File: src/rtl/load_store_unit_pkg.sv
// Shared types and constants for the RV32I load/store unit: FSM encoding,
// fault codes, access sizes and the funct3 unsigned-load bit.
package load_store_unit_pkg;

    typedef enum logic [1:0] {
        ST_IDLE = 2'b00,
        ST_REQ  = 2'b01,
        ST_DONE = 2'b10
    } lsu_state_e;

    localparam logic [1:0] FAULT_NONE       = 2'b00;
    localparam logic [1:0] FAULT_MISALIGNED = 2'b01;
    localparam logic [1:0] FAULT_ILLEGAL    = 2'b10;
    localparam logic [1:0] FAULT_TIMEOUT    = 2'b11;

    localparam logic [1:0] SIZE_B = 2'b00;
    localparam logic [1:0] SIZE_H = 2'b01;
    localparam logic [1:0] SIZE_W = 2'b10;

    localparam int unsigned FUNCT3_UNSIGNED_BIT = 2;

endpackage

File: src/rtl/lsu_align.sv
// Combinational byte-lane logic: store lane replication and byte enables,
// load lane extraction with sign/zero extension, and access legality.
module lsu_align
    import load_store_unit_pkg::*;
(
    input  logic [1:0]  size,
    input  logic        is_unsigned,
    input  logic [1:0]  offset,
    input  logic [31:0] wdata,
    input  logic [31:0] rdata_word,
    output logic [3:0]  be,
    output logic [31:0] wdata_lanes,
    output logic [31:0] rdata_ext,
    output logic        misaligned,
    output logic        illegal
);

    logic [31:0] lane;

    always_comb begin
        lane        = rdata_word >> {offset, 3'b000};
        be          = 4'b0000;
        wdata_lanes = wdata;
        rdata_ext   = lane;
        misaligned  = 1'b0;
        illegal     = 1'b0;

        case (size)
            SIZE_B: begin
                be          = 4'b0001 << offset;
                wdata_lanes = {4{wdata[7:0]}};
                rdata_ext   = is_unsigned ? {24'b0, lane[7:0]}
                                          : {{24{lane[7]}}, lane[7:0]};
            end
            SIZE_H: begin
                be          = offset[1] ? 4'b1100 : 4'b0011;
                wdata_lanes = {2{wdata[15:0]}};
                rdata_ext   = is_unsigned ? {16'b0, lane[15:0]}
                                          : {{16{lane[15]}}, lane[15:0]};
                misaligned  = offset[0];
            end
            SIZE_W: begin
                be          = 4'b1111;
                wdata_lanes = wdata;
                rdata_ext   = lane;
                misaligned  = (offset != 2'b00);
                // An unsigned word (funct3 110) has no meaning in RV32I.
                illegal     = is_unsigned;
            end
            default: begin
                illegal = 1'b1;
            end
        endcase
    end

endmodule

File: src/rtl/load_store_unit.sv
// RV32I data-memory access stage: one load or store per start over a
// req/ack word bus, with misalignment, illegal-funct3 and timeout faults.
module load_store_unit
    import load_store_unit_pkg::*;
#(
    parameter int unsigned TIMEOUT = 255
) (
    input  logic        clk,
    input  logic        reset_n,
    input  logic        start,
    input  logic        we,
    input  logic [2:0]  funct3,
    input  logic [31:0] addr,
    input  logic [31:0] wdata,
    output logic [31:0] rdata,
    output logic        busy,
    output logic        done,
    output logic [1:0]  fault,
    output logic        mem_req,
    output logic        mem_we,
    output logic [31:0] mem_addr,
    output logic [3:0]  mem_be,
    output logic [31:0] mem_wdata,
    input  logic        mem_ack,
    input  logic [31:0] mem_rdata
);

    localparam logic [7:0] TIMEOUT_LAST = 8'(TIMEOUT - 1);

    lsu_state_e  state_q, state_d;
    logic        we_q, we_d;
    logic [2:0]  funct3_q, funct3_d;
    logic [31:0] addr_q, addr_d;
    logic [31:0] wdata_lanes_q, wdata_lanes_d;
    logic [3:0]  be_q, be_d;
    logic [7:0]  cnt_q, cnt_d;
    logic [31:0] rdata_q, rdata_d;
    logic [1:0]  fault_q, fault_d;

    logic        in_idle;
    logic [1:0]  al_size;
    logic        al_unsigned;
    logic [1:0]  al_offset;
    logic [3:0]  al_be;
    logic [31:0] al_wdata_lanes;
    logic [31:0] al_rdata_ext;
    logic        al_misaligned;
    logic        al_illegal;

    // One aligner serves both phases: in IDLE it classifies the incoming
    // request, afterwards it extracts load data using the latched access.
    assign in_idle     = (state_q == ST_IDLE);
    assign al_size     = in_idle ? funct3[1:0] : funct3_q[1:0];
    assign al_unsigned = in_idle ? funct3[FUNCT3_UNSIGNED_BIT]
                                 : funct3_q[FUNCT3_UNSIGNED_BIT];
    assign al_offset   = in_idle ? addr[1:0] : addr_q[1:0];

    lsu_align u_align (
        .size        (al_size),
        .is_unsigned (al_unsigned),
        .offset      (al_offset),
        .wdata       (wdata),
        .rdata_word  (mem_rdata),
        .be          (al_be),
        .wdata_lanes (al_wdata_lanes),
        .rdata_ext   (al_rdata_ext),
        .misaligned  (al_misaligned),
        .illegal     (al_illegal)
    );

    always_comb begin
        state_d       = state_q;
        we_d          = we_q;
        funct3_d      = funct3_q;
        addr_d        = addr_q;
        wdata_lanes_d = wdata_lanes_q;
        be_d          = be_q;
        cnt_d         = cnt_q;
        rdata_d       = rdata_q;
        fault_d       = fault_q;

        case (state_q)
            ST_IDLE: begin
                if (start) begin
                    we_d     = we;
                    funct3_d = funct3;
                    addr_d   = addr;
                    cnt_d    = 8'd0;
                    // Stores have no unsigned form; illegal outranks misaligned.
                    if (al_illegal || (we && funct3[FUNCT3_UNSIGNED_BIT])) begin
                        state_d = ST_DONE;
                        fault_d = FAULT_ILLEGAL;
                    end else if (al_misaligned) begin
                        state_d = ST_DONE;
                        fault_d = FAULT_MISALIGNED;
                    end else begin
                        state_d       = ST_REQ;
                        be_d          = al_be;
                        wdata_lanes_d = al_wdata_lanes;
                    end
                end
            end
            ST_REQ: begin
                if (mem_ack) begin
                    state_d = ST_DONE;
                    fault_d = FAULT_NONE;
                    be_d    = 4'b0000;
                    if (!we_q) begin
                        rdata_d = al_rdata_ext;
                    end
                end else if (cnt_q == TIMEOUT_LAST) begin
                    state_d = ST_DONE;
                    fault_d = FAULT_TIMEOUT;
                    be_d    = 4'b0000;
                end else begin
                    cnt_d = cnt_q + 8'd1;
                end
            end
            ST_DONE: begin
                state_d = ST_IDLE;
            end
            default: begin
                state_d = ST_IDLE;
            end
        endcase
    end

    always_ff @(posedge clk) begin
        if (!reset_n) begin
            state_q       <= ST_IDLE;
            we_q          <= 1'b0;
            funct3_q      <= 3'b000;
            addr_q        <= 32'h0;
            wdata_lanes_q <= 32'h0;
            be_q          <= 4'b0000;
            cnt_q         <= 8'd0;
            rdata_q       <= 32'h0;
            fault_q       <= FAULT_NONE;
        end else begin
            state_q       <= state_d;
            we_q          <= we_d;
            funct3_q      <= funct3_d;
            addr_q        <= addr_d;
            wdata_lanes_q <= wdata_lanes_d;
            be_q          <= be_d;
            cnt_q         <= cnt_d;
            rdata_q       <= rdata_d;
            fault_q       <= fault_d;
        end
    end

    assign rdata     = rdata_q;
    assign busy      = (state_q != ST_IDLE);
    assign done      = (state_q == ST_DONE);
    assign fault     = fault_q;
    assign mem_req   = (state_q == ST_REQ);
    assign mem_we    = (state_q == ST_REQ) && we_q;
    assign mem_addr  = {addr_q[31:2], 2'b00};
    assign mem_be    = be_q;
    assign mem_wdata = wdata_lanes_q;

endmodule

File: config.mk
export PLATFORM = sky130hd
export DESIGN_NAME = load_store_unit
export DESIGN_NICKNAME = d
export VERILOG_FILES = /design/src/rtl/load_store_unit_pkg.sv /design/src/rtl/lsu_align.sv /design/src/rtl/load_store_unit.sv
export SDC_FILE = /design/constraint.sdc
export NUM_CORES = 1
export LEC_CHECK = 0
export BUFFER_PORTS_ARGS = -buffer_cell sky130_fd_sc_hd__buf_2
export CAP_MARGIN = 10
export CORE_ASPECT_RATIO = 1.4
export CORE_UTILIZATION = 45
export CTS_CLUSTER_SIZE = 40
export DETAILED_ROUTE_END_ITERATION = 8
export PLACE_DENSITY_LB_ADDON = 0.05
export SYNTH_ARGS = -nofsm -noshare
export SYNTH_HDL_FRONTEND = slang
export SYNTH_HIERARCHICAL = 1
export SYNTH_SLANG_ARGS = --single-unit
File: constraint.sdc
create_clock -name clk -period 3.6 [get_ports clk]
set_clock_uncertainty 0.2 [all_clocks]
set_input_delay 0.18 -clock clk [delete_from_list [all_inputs] [get_ports clk]]
set_output_delay 0.18 -clock clk [all_outputs]
set_load 0.1 [all_outputs]
==> results of run 1 <==
[how the worst min path moves through the flow]
stage | endpoint | cells past startpoint | from
6_report | rdata[30] | 5 | mem_rdata[30]
4_1_cts | rdata[30] | 5 | mem_rdata[30]
3_3_place_gp | addr_q[13] | 3 | addr[13]
2_1_floorplan | addr_q[13] | 2 | addr[13]
5_1_grt | rdata[25] | 5 | mem_rdata[25]
3_5_place_dp | addr_q[17] | 3 | addr[17]
[synthesized netlist by cell type, types with 9 or more instances]
master / number / share of area (%)
sky130_fd_sc_hd__a21boi_0: 69 / 8.3
sky130_fd_sc_hd__a21boi_1: 23 / 2.8
sky130_fd_sc_hd__a21boi_2: 9 / 1.6
sky130_fd_sc_hd__a22oi_1: 15 / 1.8
sky130_fd_sc_hd__buf_2: 17 / 1.4
sky130_fd_sc_hd__buf_4: 43 / 5.1
sky130_fd_sc_hd__buf_6: 9 / 1.6
sky130_fd_sc_hd__clkbuf_1: 27 / 1.6
sky130_fd_sc_hd__dfxtp_1: 116 / 37
sky130_fd_sc_hd__mux2_2: 30 / 5.4
sky130_fd_sc_hd__mux2i_1: 13 / 2.1
sky130_fd_sc_hd__nand2_1: 248 / 15
sky130_fd_sc_hd__nor2_1: 11 / 0.66
sky130_fd_sc_hd__o211ai_1: 18 / 2.2
sky130_fd_sc_hd__o21ai_0: 27 / 2.2
[layer usage]
metal / track usage [%] / vias to the layer above / part of all wire [%]
met1: 27.2 / 2846 / 40
li1: - / 2980 / -
met2: 45.2 / 180 / 53
met4: 9.46 / 0 / 2.1
met3: 4.83 / 27 / 4.8
met5: 0 / - / 0
[critical path, cell delays in order, from the launching register on]
cell	delay [ns]
sky130_fd_sc_hd__dfxtp_1	0.49
sky130_fd_sc_hd__nor2_1	0.12
sky130_fd_sc_hd__buf_4	0.17
sky130_fd_sc_hd__mux2_2	0.69
sky130_fd_sc_hd__mux2_2	0.45
sky130_fd_sc_hd__a22oi_4	0.50
sky130_fd_sc_hd__o211ai_1	0.22
sky130_fd_sc_hd__nand2_1	0.10
sky130_fd_sc_hd__a21boi_0	0.07
[kinds of logic (layout without fill, tap and decap cells)]
group	Yosys count	in the layout	synth area share, %
mux	44	44	7.70
compound gates	191	191	22.9
buf+inv	105	332	10.3
flops	116	116	37.0
fa+ha+maj	6	6	1.20
simple gates	305	305	20.9
other cells	1	2	0.0598
[where the power goes]
group / leakage (nW) / switching, mW / internal, mW / total (mW)
Sequential: 0.944 / 0.0621 / 1.40 / 1.46
Clock: 0.289 / 0.607 / 1.10 / 1.71
Combinational: 2.46 / 1.42 / 0.539 / 1.96
Total: 3.69 / 2.09 / 3.04 / 5.13
[sequential cells by signal (all words and copies together), names as in the netlist]
register,count
fault,2
addr_q,32
mem_wdata,32
cnt_q,8
rdata,32
state_q,2
mem_be,4
we_q,1
funct3_q,3
[through the flow]
| stage | util, % | cells | cell area, sq um | hold slack (ns) | setup WS (ns) |
|---|---|---|---|---|---|
| after floorplan | - | 769 | 6280 | 0.115 | 0.399 |
| after global placement | 51.9 | 1070 | 7020 | 0.223 | 0.489 |
| after detailed placement | 51.9 | 1070 | 7020 | 0.227 | 0.421 |
| after CTS | 62.0 | 1178 | 8380 | 0.00711 | 0.403 |
| after global routing | 62.0 | 1178 | 8380 | 0.0297 | 0.161 |
| final | 62.0 | 1178 | 8380 | 0.0107 | 0.434 |
[layout make-up]
cell class	count	area, sq um
Timing Repair Buffer	292	1880
Multi-Input combinational cell	548	3320
Sequential cell	116	2320
Tap cell	182	228
Clock buffer	19	443
Clock inverter	13	159
Fill cell	1254	5130
Inverter	8	30.0
[repair_timing]
action                                 CTS  global route
setup endpoints to repair                0             0
hold buffers                            76             0
endpoints found under the hold margin   68             0
==> flow_results.xml, run 1 <==
<?xml version="1.0" encoding="UTF-8"?>
<metrics>
  <group name="clock_tree">
    <metric name="clock_tree.root_cell" unit="">sky130_fd_sc_hd__clkbuf_16</metric>
    <metric name="maximum_level_of_the_cts_h_tree" unit="">4</metric>
    <metric name="tritoncts" unit="">yes</metric>
    <metric name="clk-insertion-delay-late" unit="ns">0.41</metric>
    <metric name="cts-root-to-sink-buffers" unit="">2</metric>
    <metric name="clk_pin_slew_worst_paths" unit="ns">0.05</metric>
    <metric name="clock_sinks" unit="">116</metric>
    <metric name="postCtsResizedCells" unit="">0</metric>
    <metric name="cts_buffers" unit="">17</metric>
    <metric name="cts.repair_timing.setup_buffer_count" unit="">0</metric>
  </group>
  <group name="setup_path">
    <metric name="data_arrival_critical_path" unit="ns">3.25</metric>
    <metric name="endpoint_of_the_most_critical_register_to_register_path" unit="">rdata[31]</metric>
    <metric name="regToRegStartpoint" unit="">state_q[0]</metric>
    <metric name="crit_start" unit="">state_q[0]</metric>
    <metric name="reg2regPathDepth" unit="">8</metric>
    <metric name="worst_setup_path_end_kind" unit="">register</metric>
    <metric name="start_kind" unit="">register</metric>
    <metric name="criticalPathCategory" unit="">reg2reg</metric>
    <metric name="data_required_time_of_the_worst_path" unit="ns">3.68</metric>
    <metric name="r2r_setup_slack" unit="ns">0.43</metric>
    <metric name="max_fanout_on_critical_path" unit="">30</metric>
    <metric name="crit_path_end" unit="">rdata[31]</metric>
  </group>
  <group name="place">
    <metric name="routabilityCongestion" unit="">0.851</metric>
    <metric name="place.port_buffers" unit="">207</metric>
    <metric name="dp_hpwl" unit="mm">12.3</metric>
  </group>
  <group name="synth">
    <metric name="synth_edf_count" unit="">0</metric>
    <metric name="avgSynthCellArea" unit="sq um">8.17</metric>
    <metric name="synth.yosys.warnings" unit="">6</metric>
    <metric name="ys_seq_elements" unit="">116</metric>
    <metric name="syn_area" unit="sq mm">0.00627</metric>
    <metric name="synth_flop_cell" unit="">sky130_fd_sc_hd__dfxtp_1</metric>
    <metric name="syn_inst" unit="">768</metric>
    <metric name="synth_cell_types" unit="">54</metric>
    <metric name="postSynth.asyncResetShare" unit="%">0</metric>
    <metric name="seq_area_frac_synth" unit="%">37.0</metric>
  </group>
  <group name="timing">
    <metric name="max-slew-margin-rel" unit="%">40.7</metric>
    <metric name="worst_pin_slew" unit="ns">0.889</metric>
    <metric name="timing.final.crit_share" unit="%">87.9</metric>
    <metric name="max_freq" unit="MHz">316</metric>
    <metric name="timing_max_transition_violations_final" unit="">0</metric>
    <metric name="finalHoldViolations" unit="">0</metric>
    <metric name="rsz0062_at_grt" unit="">false</metric>
    <metric name="setup_viol_count_final" unit="">0</metric>
    <metric name="fin_setup_tns" unit="ns">0</metric>
    <metric name="finalCriticalPeriod" unit="ns">3.17</metric>
  </group>
  <group name="global_route">
    <metric name="grt_max_degree" unit="">73</metric>
    <metric name="antenna_found_initial" unit="">0</metric>
    <metric name="wire_length_of_the_first_global_routing_pass" unit="mm">28.1</metric>
    <metric name="grt.total_usage" unit="%">24.6</metric>
    <metric name="grt_pass1_vias" unit="">5937</metric>
    <metric name="grt.overflow.total" unit="">0</metric>
  </group>
  <group name="detailed_routing">
    <metric name="vias" unit="">6033</metric>
    <metric name="wl_per_cell" unit="um">15.0</metric>
    <metric name="wl" unit="mm">17.7</metric>
    <metric name="firstDrtPassIters" unit="">4</metric>
    <metric name="drt_first_iter_violations" unit="">150</metric>
    <metric name="drc" unit="">0</metric>
    <metric name="route.detailed.vias_per_inst" unit="">5.12</metric>
    <metric name="ant_nets" unit="">0</metric>
  </group>
  <group name="die">
    <metric name="die_w" unit="um">102</metric>
    <metric name="row_count" unit="">50</metric>
    <metric name="initial_core_util" unit="%">46.4</metric>
    <metric name="dieHeight" unit="um">142</metric>
    <metric name="floorplan.io_pins" unit="">210</metric>
    <metric name="standard_cell_core_area" unit="sq mm">0.0135</metric>
    <metric name="die_area" unit="sq mm">0.0144</metric>
  </group>
  <group name="cells_and_area">
    <metric name="area.growth.synth_to_final" unit="%">33.5</metric>
    <metric name="finalNetCount" unit="">1093</metric>
    <metric name="num_antenna_cells" unit="">0</metric>
    <metric name="final_layout_size_suffix_gt1_share" unit="%">30.5</metric>
    <metric name="most-common-layout-cells" unit="">248 x sky130_fd_sc_hd__nand2_1, 207 x sky130_fd_sc_hd__buf_2, 116 x sky130_fd_sc_hd__dfxtp_1</metric>
    <metric name="commonest_non_fill_non_tap_cell_in_the_layout" unit="">sky130_fd_sc_hd__nand2_1</metric>
  </group>
  <group name="outcome">
    <metric name="run_status" unit="">completed</metric>
  </group>
  <group name="power_and_ir_drop">
    <metric name="peakVddDrop" unit="uV">373</metric>
    <metric name="fin_total_pwr" unit="mW">5.13</metric>
    <metric name="static-leakage-power" unit="nW">3.69</metric>
    <metric name="pwr_density_cell" unit="mW/mm^2">612</metric>
  </group>
  <group name="run">
    <metric name="maxCapViolCount" unit="">0</metric>
  </group>
  <group name="hold_path">
    <metric name="holdCritPathClass" unit="">in2reg</metric>
  </group>
</metrics>
(Power assumes the default switching activity.)
==> run 2: changes to the inputs <==
Settings changed: ABC_AREA set to 1.
==> run 2 against run 1 <==
Effect of this change:
- design area shrank 0.96%
- die area shrank 1.3%
- sequential cell count is the same
- via count grew 5.2%
- largest cell class unchanged
==> flow_results.xml, run 2 <==
<?xml version="1.0" encoding="UTF-8"?>
<metrics>
  <group name="timing">
    <metric name="finalHoldWorstSlack" unit="ns">0.0151</metric>
    <metric name="max-slew-margin-rel" unit="%">52.7</metric>
    <metric name="setup_viol_count_final" unit="">0</metric>
    <metric name="timing.final.crit_share" unit="%">87.6</metric>
    <metric name="rsz0062_at_grt" unit="">false</metric>
    <metric name="post-route-worst-setup-slack" unit="ns">0.445</metric>
    <metric name="finalHoldViolations" unit="">0</metric>
    <metric name="finalCriticalPeriod" unit="ns">3.15</metric>
    <metric name="fin_setup_tns" unit="ns">0</metric>
    <metric name="max_freq" unit="MHz">317</metric>
    <metric name="worst_pin_slew" unit="ns">0.709</metric>
    <metric name="timing_max_transition_violations_final" unit="">0</metric>
  </group>
  <group name="place">
    <metric name="placed_area" unit="sq mm">0.00688</metric>
    <metric name="placement.setup.worst_slack" unit="ns">0.480</metric>
    <metric name="place.port_buffers" unit="">207</metric>
    <metric name="routabilityCongestion" unit="">0.851</metric>
    <metric name="place.detailed.instances" unit="">1195</metric>
    <metric name="dp_hpwl" unit="mm">11.9</metric>
  </group>
  <group name="setup_path">
    <metric name="start_kind" unit="">register</metric>
    <metric name="r2r_setup_slack" unit="ns">0.45</metric>
    <metric name="max_fanout_on_critical_path" unit="">32</metric>
    <metric name="cp_num_buf_inv" unit="">6</metric>
    <metric name="timing.critical_path.depth" unit="">15</metric>
    <metric name="crit_path_end" unit="">mem_wdata[19]</metric>
    <metric name="worst_setup_path_end_kind" unit="">register</metric>
    <metric name="data_arrival_critical_path" unit="ns">3.26</metric>
    <metric name="criticalPathCategory" unit="">reg2reg</metric>
    <metric name="endpoint_of_the_most_critical_register_to_register_path" unit="">mem_wdata[19]</metric>
    <metric name="cell_occurring_most_often_along_the_worst_timing_path" unit="">sky130_fd_sc_hd__o21ai_0</metric>
    <metric name="reg2regPathDepth" unit="">15</metric>
    <metric name="cpPeakStageDelay" unit="ns">0.41</metric>
    <metric name="regToRegStartpoint" unit="">state_q[0]</metric>
    <metric name="crit_chain" unit="">inv_2 &gt; nand2_4 &gt; clkinv_1 &gt; o21ai_0 &gt; inv_1 &gt; ha_1 &gt; inv_2 &gt; nand2_1 &gt; o21ai_0 &gt; inv_1 &gt; nand3b_1 &gt; nor2_8 &gt; buf_4 &gt; o21ai_0 &gt; nor2_1</metric>
    <metric name="cp_slowest_cell" unit="">sky130_fd_sc_hd__dfxtp_1</metric>
    <metric name="cpLargestDelayFamily" unit="">buffers and inverters</metric>
    <metric name="data_required_time_of_the_worst_path" unit="ns">3.70</metric>
    <metric name="crit_start" unit="">state_q[0]</metric>
  </group>
  <group name="detailed_routing">
    <metric name="vias" unit="">6345</metric>
    <metric name="drc" unit="">0</metric>
    <metric name="route.detailed.vias_per_inst" unit="">4.85</metric>
    <metric name="wl_per_cell" unit="um">13.7</metric>
    <metric name="wl" unit="mm">17.9</metric>
    <metric name="ant_nets" unit="">0</metric>
    <metric name="firstDrtPassIters" unit="">5</metric>
    <metric name="drt_first_iter_violations" unit="">254</metric>
  </group>
  <group name="die">
    <metric name="floorplan.io_pins" unit="">210</metric>
    <metric name="die_w" unit="um">101</metric>
    <metric name="dieHeight" unit="um">141</metric>
    <metric name="die_area" unit="sq mm">0.0142</metric>
    <metric name="standard_cell_core_area" unit="sq mm">0.0134</metric>
    <metric name="initial_core_util" unit="%">46.3</metric>
    <metric name="row_count" unit="">50</metric>
  </group>
  <group name="global_route">
    <metric name="grt.total_usage" unit="%">25.5</metric>
    <metric name="antenna_found_initial" unit="">0</metric>
    <metric name="grt_max_degree" unit="">59</metric>
    <metric name="grt_pass1_vias" unit="">6042</metric>
    <metric name="grt.overflow.total" unit="">0</metric>
    <metric name="wire_length_of_the_first_global_routing_pass" unit="mm">28.6</metric>
  </group>
  <group name="power_and_ir_drop">
    <metric name="peakVddDrop" unit="uV">396</metric>
    <metric name="static-leakage-power" unit="nW">4.33</metric>
    <metric name="pwr_density_cell" unit="mW/mm^2">792</metric>
  </group>
  <group name="clock_tree">
    <metric name="tritoncts" unit="">yes</metric>
    <metric name="cts_buffers" unit="">17</metric>
    <metric name="clk_pin_slew_worst_paths" unit="ns">0.06</metric>
    <metric name="cts-root-to-sink-buffers" unit="">2</metric>
    <metric name="clk-insertion-delay-late" unit="ns">0.42</metric>
    <metric name="clock_sinks" unit="">116</metric>
    <metric name="maximum_level_of_the_cts_h_tree" unit="">4</metric>
    <metric name="clock_tree.root_cell" unit="">sky130_fd_sc_hd__clkbuf_16</metric>
    <metric name="postCtsResizedCells" unit="">0</metric>
    <metric name="cts.repair_timing.setup_buffer_count" unit="">0</metric>
  </group>
  <group name="cells_and_area">
    <metric name="seq_area" unit="sq mm">0.00232</metric>
    <metric name="combined_area_of_the_multi_input_logic_cells" unit="sq mm">0.00299</metric>
    <metric name="final_cells" unit="">1309</metric>
    <metric name="commonest_non_fill_non_tap_cell_in_the_layout" unit="">sky130_fd_sc_hd__buf_2</metric>
    <metric name="fillerInstances" unit="">1285</metric>
    <metric name="most-common-layout-cells" unit="">207 x sky130_fd_sc_hd__buf_2, 192 x sky130_fd_sc_hd__nor2_1, 183 x sky130_fd_sc_hd__nand2_1</metric>
    <metric name="area.growth.synth_to_final" unit="%">34.0</metric>
    <metric name="finalNetCount" unit="">1224</metric>
    <metric name="finalInstanceArea" unit="sq mm">0.00830</metric>
    <metric name="final_layout_size_suffix_gt1_share" unit="%">28.1</metric>
    <metric name="num_antenna_cells" unit="">0</metric>
  </group>
  <group name="synth">
    <metric name="seq_area_frac_synth" unit="%">37.5</metric>
    <metric name="syn_inst" unit="">882</metric>
    <metric name="avgSynthCellArea" unit="sq um">7.02</metric>
    <metric name="synth_commonest_cells" unit="">192 x sky130_fd_sc_hd__nor2_1, 183 x sky130_fd_sc_hd__nand2_1, 116 x sky130_fd_sc_hd__dfxtp_1</metric>
    <metric name="synth_cell_types" unit="">35</metric>
    <metric name="ys_top_cells_by_area" unit="">sky130_fd_sc_hd__dfxtp_1 37%, sky130_fd_sc_hd__nor2_1 12%, sky130_fd_sc_hd__nand2_1 11%</metric>
    <metric name="syn_area" unit="sq mm">0.00619</metric>
    <metric name="postSynth.asyncResetShare" unit="%">0</metric>
    <metric name="synth.yosys.warnings" unit="">6</metric>
    <metric name="synth_edf_count" unit="">0</metric>
    <metric name="ys_seq_elements" unit="">116</metric>
    <metric name="yosysMostFrequentCell" unit="">sky130_fd_sc_hd__nor2_1</metric>
    <metric name="synth_flop_cell" unit="">sky130_fd_sc_hd__dfxtp_1</metric>
    <metric name="yosys.area.top_type" unit="">sky130_fd_sc_hd__dfxtp_1</metric>
    <metric name="synth.top_cell.area_share" unit="%">37.5</metric>
  </group>
  <group name="hold_path">
    <metric name="holdCritPathClass" unit="">in2reg</metric>
  </group>
  <group name="outcome">
    <metric name="run_status" unit="">completed</metric>
  </group>
  <group name="run">
    <metric name="maxCapViolCount" unit="">0</metric>
  </group>
</metrics>
==> run 2: cell types whose count changed in the layout (fill, tap and decap cells not counted), moves of 14 or more <==
cell	previous run	this run
sky130_fd_sc_hd__nor2_1	10	192
sky130_fd_sc_hd__nand3_1	6	27
sky130_fd_sc_hd__inv_1	8	43
sky130_fd_sc_hd__mux2_2	30	0
sky130_fd_sc_hd__nor2_2	2	23
sky130_fd_sc_hd__nand2_1	248	183
sky130_fd_sc_hd__o21ai_0	27	90
sky130_fd_sc_hd__nand3_2	0	14
sky130_fd_sc_hd__a21boi_0	69	0
sky130_fd_sc_hd__a21boi_1	23	0
sky130_fd_sc_hd__o21ai_1	0	27
==> run 2: timing repair <==
item / CTS / global route
setup endpoints to repair: 0 / 0
endpoints found under the hold margin: 76 / 0
hold buffers: 82 / 0
==> run 2: routing by layer <==
metal	track usage, %	vias up	wire length [um]
li1	-	3240	-
met3	6.05	43	1100
met5	0	-	0
met2	43.2	224	8680
met1	30.2	2838	7580
met4	11.7	0	586
==> run 2: cell families after synthesis <==
logic type	Yosys count	synth area share, %
simple gates	460	33.1
compound gates	158	13.9
buf+inv	141	14.2
flops	116	37.5
fa+ha+maj	6	1.21
other cells	1	0.0605
==> run 2: tightest hold or removal path, delay by kind of cell <==
kind / cells / cell delay, ns
compound gates: 1 / 0.10
simple gates: 2 / 0.15
buf+inv: 2 / 0.15
==> run 2: metrics by stage <==
step	total power, mW	utilization [%]
CTS	6.60	62.0
detailed placement	4.79	51.4
finish	6.57	62.0
global route	6.90	62.0
floorplan	4.40	-
global placement	4.78	51.4
==> run 2: final cells by class <==
| class | count | share of cell area [%] |
|---|---|---|
| clock buffer | 17 | 5.13 |
| clock inverter | 15 | 2.05 |
| inverter | 56 | 2.77 |
| multi-input combinational | 626 | 36.1 |
| sequential | 116 | 28.0 |
| tap | 182 | 2.74 |
| timing repair buffer | 297 | 23.2 |
==> run 2: where the power goes <==
part,total [mW],internal [mW],switching [mW]
combinational,3.26,0.672,2.58
clock,1.71,1.04,0.669
sequential,1.61,1.50,0.109
==> run 2: how the worst min path moves through the flow <==
stage	slack (ns)	from	end	depth (start not counted)
final	0.02	wdata[11]	mem_wdata[27]	5
after global routing	0.04	wdata[11]	mem_wdata[27]	5
after CTS	0.0003	wdata[11]	mem_wdata[27]	5
after detailed placement	0.21	addr[12]	addr_q[12]	3
after global placement	0.20	addr[17]	addr_q[17]	3
after floorplan	0.11	addr[10]	addr_q[10]	2
==> run 3: changes to the inputs <==
Settings changed: HOLD_SLACK_MARGIN set to 0.03, PLACE_DENSITY set to 0.79, PLACE_DENSITY_LB_ADDON 0.05 to not set.
==> run 3 against run 2 <==
Effect of this change:
- largest power group unchanged
- highest routed layer unchanged
- utilization grew 0.70 points
- worst setup slack lost 0.26 ns
- critical endpoint is now mem_wdata[30]
- routed wire length grew 9.5%
- total power grew 0.71%
- design area grew 1.1%
- combinational power grew 3%
- worst hold slack gained 0.033 ns
- largest cell class unchanged
- cell count grew 0.84%
- critical path type unchanged
==> flow_results.xml, run 3 (synthesis results as in run 2) <==
<?xml version="1.0" encoding="UTF-8"?>
<metrics>
  <group name="setup_path">
    <metric name="data_arrival_critical_path" unit="ns">3.52</metric>
    <metric name="cp_slowest_cell" unit="">sky130_fd_sc_hd__dlygate4sd3_1</metric>
    <metric name="r2r_setup_slack" unit="ns">0.18</metric>
    <metric name="start_kind" unit="">register</metric>
    <metric name="cell_occurring_most_often_along_the_worst_timing_path" unit="">sky130_fd_sc_hd__nand2_1</metric>
    <metric name="endpoint_of_the_most_critical_register_to_register_path" unit="">mem_wdata[30]</metric>
    <metric name="criticalPathCategory" unit="">reg2reg</metric>
    <metric name="max_fanout_on_critical_path" unit="">16</metric>
    <metric name="regToRegStartpoint" unit="">state_q[0]</metric>
    <metric name="reg2regPathDepth" unit="">16</metric>
    <metric name="cpLargestDelayFamily" unit="">buffers and inverters</metric>
    <metric name="data_required_time_of_the_worst_path" unit="ns">3.70</metric>
    <metric name="cpPeakStageDelay" unit="ns">0.57</metric>
    <metric name="crit_chain" unit="">inv_2 &gt; nand2_4 &gt; clkinvlp_4 &gt; nand2_1 &gt; o21ai_2 &gt; inv_1 &gt; ha_2 &gt; inv_1 &gt; nand2_1 &gt; buf_4 &gt; clkinv_2 &gt; nand2_1 &gt; o211ai_1 &gt; dlygate4sd3_1 &gt; nor2_1 &gt; nor2_1</metric>
    <metric name="worst_setup_path_end_kind" unit="">register</metric>
    <metric name="cp_num_buf_inv" unit="">7</metric>
  </group>
  <group name="place">
    <metric name="place.detailed.instances" unit="">1195</metric>
    <metric name="place.port_buffers" unit="">207</metric>
    <metric name="dp_hpwl" unit="mm">12.3</metric>
    <metric name="routabilityCongestion" unit="">0.901</metric>
    <metric name="placement.setup.worst_slack" unit="ns">0.256</metric>
  </group>
  <group name="timing">
    <metric name="max-slew-margin-rel" unit="%">58.5</metric>
    <metric name="setup_viol_count_final" unit="">0</metric>
    <metric name="post-route-worst-setup-slack" unit="ns">0.184</metric>
    <metric name="max_freq" unit="MHz">293</metric>
    <metric name="worst_pin_slew" unit="ns">0.623</metric>
    <metric name="finalHoldViolations" unit="">0</metric>
    <metric name="finalCriticalPeriod" unit="ns">3.42</metric>
    <metric name="timing.final.crit_share" unit="%">94.9</metric>
    <metric name="timing_max_transition_violations_final" unit="">0</metric>
  </group>
  <group name="die">
    <metric name="initial_core_util" unit="%">46.3</metric>
    <metric name="die_w" unit="um">101</metric>
    <metric name="floorplan.io_pins" unit="">210</metric>
    <metric name="standard_cell_core_area" unit="sq mm">0.0134</metric>
    <metric name="die_area" unit="sq mm">0.0142</metric>
    <metric name="row_count" unit="">50</metric>
    <metric name="dieHeight" unit="um">141</metric>
  </group>
  <group name="power_and_ir_drop">
    <metric name="static-leakage-power" unit="nW">4.36</metric>
    <metric name="fin_total_pwr" unit="mW">6.62</metric>
    <metric name="pwr_density_cell" unit="mW/mm^2">789</metric>
    <metric name="peakVddDrop" unit="uV">581</metric>
  </group>
  <group name="clock_tree">
    <metric name="maximum_level_of_the_cts_h_tree" unit="">4</metric>
    <metric name="clk_pin_slew_worst_paths" unit="ns">0.06</metric>
    <metric name="cts.repair_timing.setup_buffer_count" unit="">0</metric>
    <metric name="cts-root-to-sink-buffers" unit="">2</metric>
    <metric name="clock_sinks" unit="">116</metric>
    <metric name="tritoncts" unit="">yes</metric>
    <metric name="clock_tree.root_cell" unit="">sky130_fd_sc_hd__clkbuf_16</metric>
    <metric name="cts_buffers" unit="">17</metric>
    <metric name="clk-insertion-delay-late" unit="ns">0.41</metric>
  </group>
  <group name="detailed_routing">
    <metric name="drt_first_iter_violations" unit="">425</metric>
    <metric name="wl" unit="mm">19.6</metric>
    <metric name="route.detailed.vias_per_inst" unit="">5.12</metric>
    <metric name="drc" unit="">0</metric>
    <metric name="ant_nets" unit="">0</metric>
    <metric name="vias" unit="">6763</metric>
    <metric name="firstDrtPassIters" unit="">6</metric>
    <metric name="wl_per_cell" unit="um">14.9</metric>
  </group>
  <group name="global_route">
    <metric name="grt.total_usage" unit="%">27.7</metric>
    <metric name="grt_max_degree" unit="">49</metric>
    <metric name="grt_pass1_vias" unit="">6396</metric>
    <metric name="wire_length_of_the_first_global_routing_pass" unit="mm">30.8</metric>
    <metric name="antenna_found_initial" unit="">0</metric>
    <metric name="grt.overflow.total" unit="">0</metric>
  </group>
  <group name="cells_and_area">
    <metric name="seq_area" unit="sq mm">0.00232</metric>
    <metric name="commonest_non_fill_non_tap_cell_in_the_layout" unit="">sky130_fd_sc_hd__buf_2</metric>
    <metric name="fillerInstances" unit="">1190</metric>
    <metric name="final_cells" unit="">1320</metric>
    <metric name="num_antenna_cells" unit="">0</metric>
    <metric name="final_layout_size_suffix_gt1_share" unit="%">28.3</metric>
    <metric name="finalNetCount" unit="">1235</metric>
    <metric name="most-common-layout-cells" unit="">207 x sky130_fd_sc_hd__buf_2, 192 x sky130_fd_sc_hd__nor2_1, 183 x sky130_fd_sc_hd__nand2_1</metric>
    <metric name="area.growth.synth_to_final" unit="%">35.5</metric>
    <metric name="combined_area_of_the_multi_input_logic_cells" unit="sq mm">0.00301</metric>
  </group>
  <group name="hold_path">
    <metric name="holdCritPathClass" unit="">in2reg</metric>
    <metric name="whs_path_depth" unit="">7</metric>
    <metric name="hold_start" unit="">mem_rdata[20]</metric>
    <metric name="worst_hold_path.endpoint" unit="">rdata[12]</metric>
  </group>
  <group name="outcome">
    <metric name="run_status" unit="">completed</metric>
  </group>
  <group name="run">
    <metric name="maxCapViolCount" unit="">0</metric>
  </group>
</metrics>
[run 3: worst reg2reg max path: stages, from the launching register on]
cell and delay, ns:
sky130_fd_sc_hd__dfxtp_1 0.41, sky130_fd_sc_hd__inv_2 0.07, sky130_fd_sc_hd__nand2_4 0.12, sky130_fd_sc_hd__clkinvlp_4 0.19
sky130_fd_sc_hd__nand2_1 0.13, sky130_fd_sc_hd__o21ai_2 0.08, sky130_fd_sc_hd__inv_1 0.09, sky130_fd_sc_hd__ha_2 0.34
sky130_fd_sc_hd__inv_1 0.12, sky130_fd_sc_hd__nand2_1 0.09, sky130_fd_sc_hd__buf_4 0.21, sky130_fd_sc_hd__clkinv_2 0.25
sky130_fd_sc_hd__nand2_1 0.16, sky130_fd_sc_hd__o211ai_1 0.10, sky130_fd_sc_hd__dlygate4sd3_1 0.57, sky130_fd_sc_hd__nor2_1 0.13
sky130_fd_sc_hd__nor2_1 0.06
[run 3: report_power, final]
part / total, mW / switching [mW] / leakage [nW] / internal (mW)
Combinational: 3.37 / 2.66 / 3.13 / 0.708
Clock: 1.63 / 0.661 / 0.274 / 0.967
Sequential: 1.62 / 0.118 / 0.950 / 1.50
Total: 6.62 / 3.44 / 4.36 / 3.18
[run 3: routing by layer]
layer / share of wire, % / track usage [%] / up-vias / wire [um]
li1: - / - / 3248 / -
met1: 38 / 30.0 / 3045 / 7390
met2: 49 / 47.6 / 368 / 9710
met3: 7.7 / 7.39 / 102 / 1510
met4: 5.3 / 16.7 / 0 / 1040
met5: 0 / 0 / - / 0
[run 3: worst max-delay path by stage]
stage               slack, ns       start  cells past startpoint       endpoint
global placement         0.43  state_q[0]                     16  mem_wdata[11]
detailed placement       0.26  state_q[0]                     16  mem_wdata[30]
global route           -0.007  state_q[0]                     16  mem_wdata[30]
finish                   0.18  state_q[0]                     16  mem_wdata[30]
floorplan                0.43  state_q[0]                     16  mem_wdata[13]
CTS                      0.09  state_q[0]                     15  mem_wdata[29]
[run 3: layout make-up]
type | instances | share of cell area, %
Clock buffer | 17 | 5.07
Clock inverter | 15 | 1.76
Inverter | 56 | 2.80
Multi-Input combinational cell | 626 | 35.8
Sequential cell | 116 | 27.7
Tap cell | 182 | 2.71
Timing Repair Buffer | 308 | 24.2
[run 3: timing repair]
action,4_1_cts,5_1_grt
hold buffers,93,0
gates resized for setup,0,7
endpoints found under the setup margin,0,30
hold endpoints to repair,81,0
[run 3: through the flow]
step                      utilization, %  instance area, sq um  setup TNS (ns)  hold slack [ns]
after detailed placement            51.3                  6870               0            0.209
after CTS                           62.6                  8380               0           0.0345
after global placement              51.3                  6870               0            0.199
final                               62.7                  8390               0           0.0484
after global routing                62.7                  8390        -0.00677           0.0638
after floorplan                        -                  6200               0            0.115
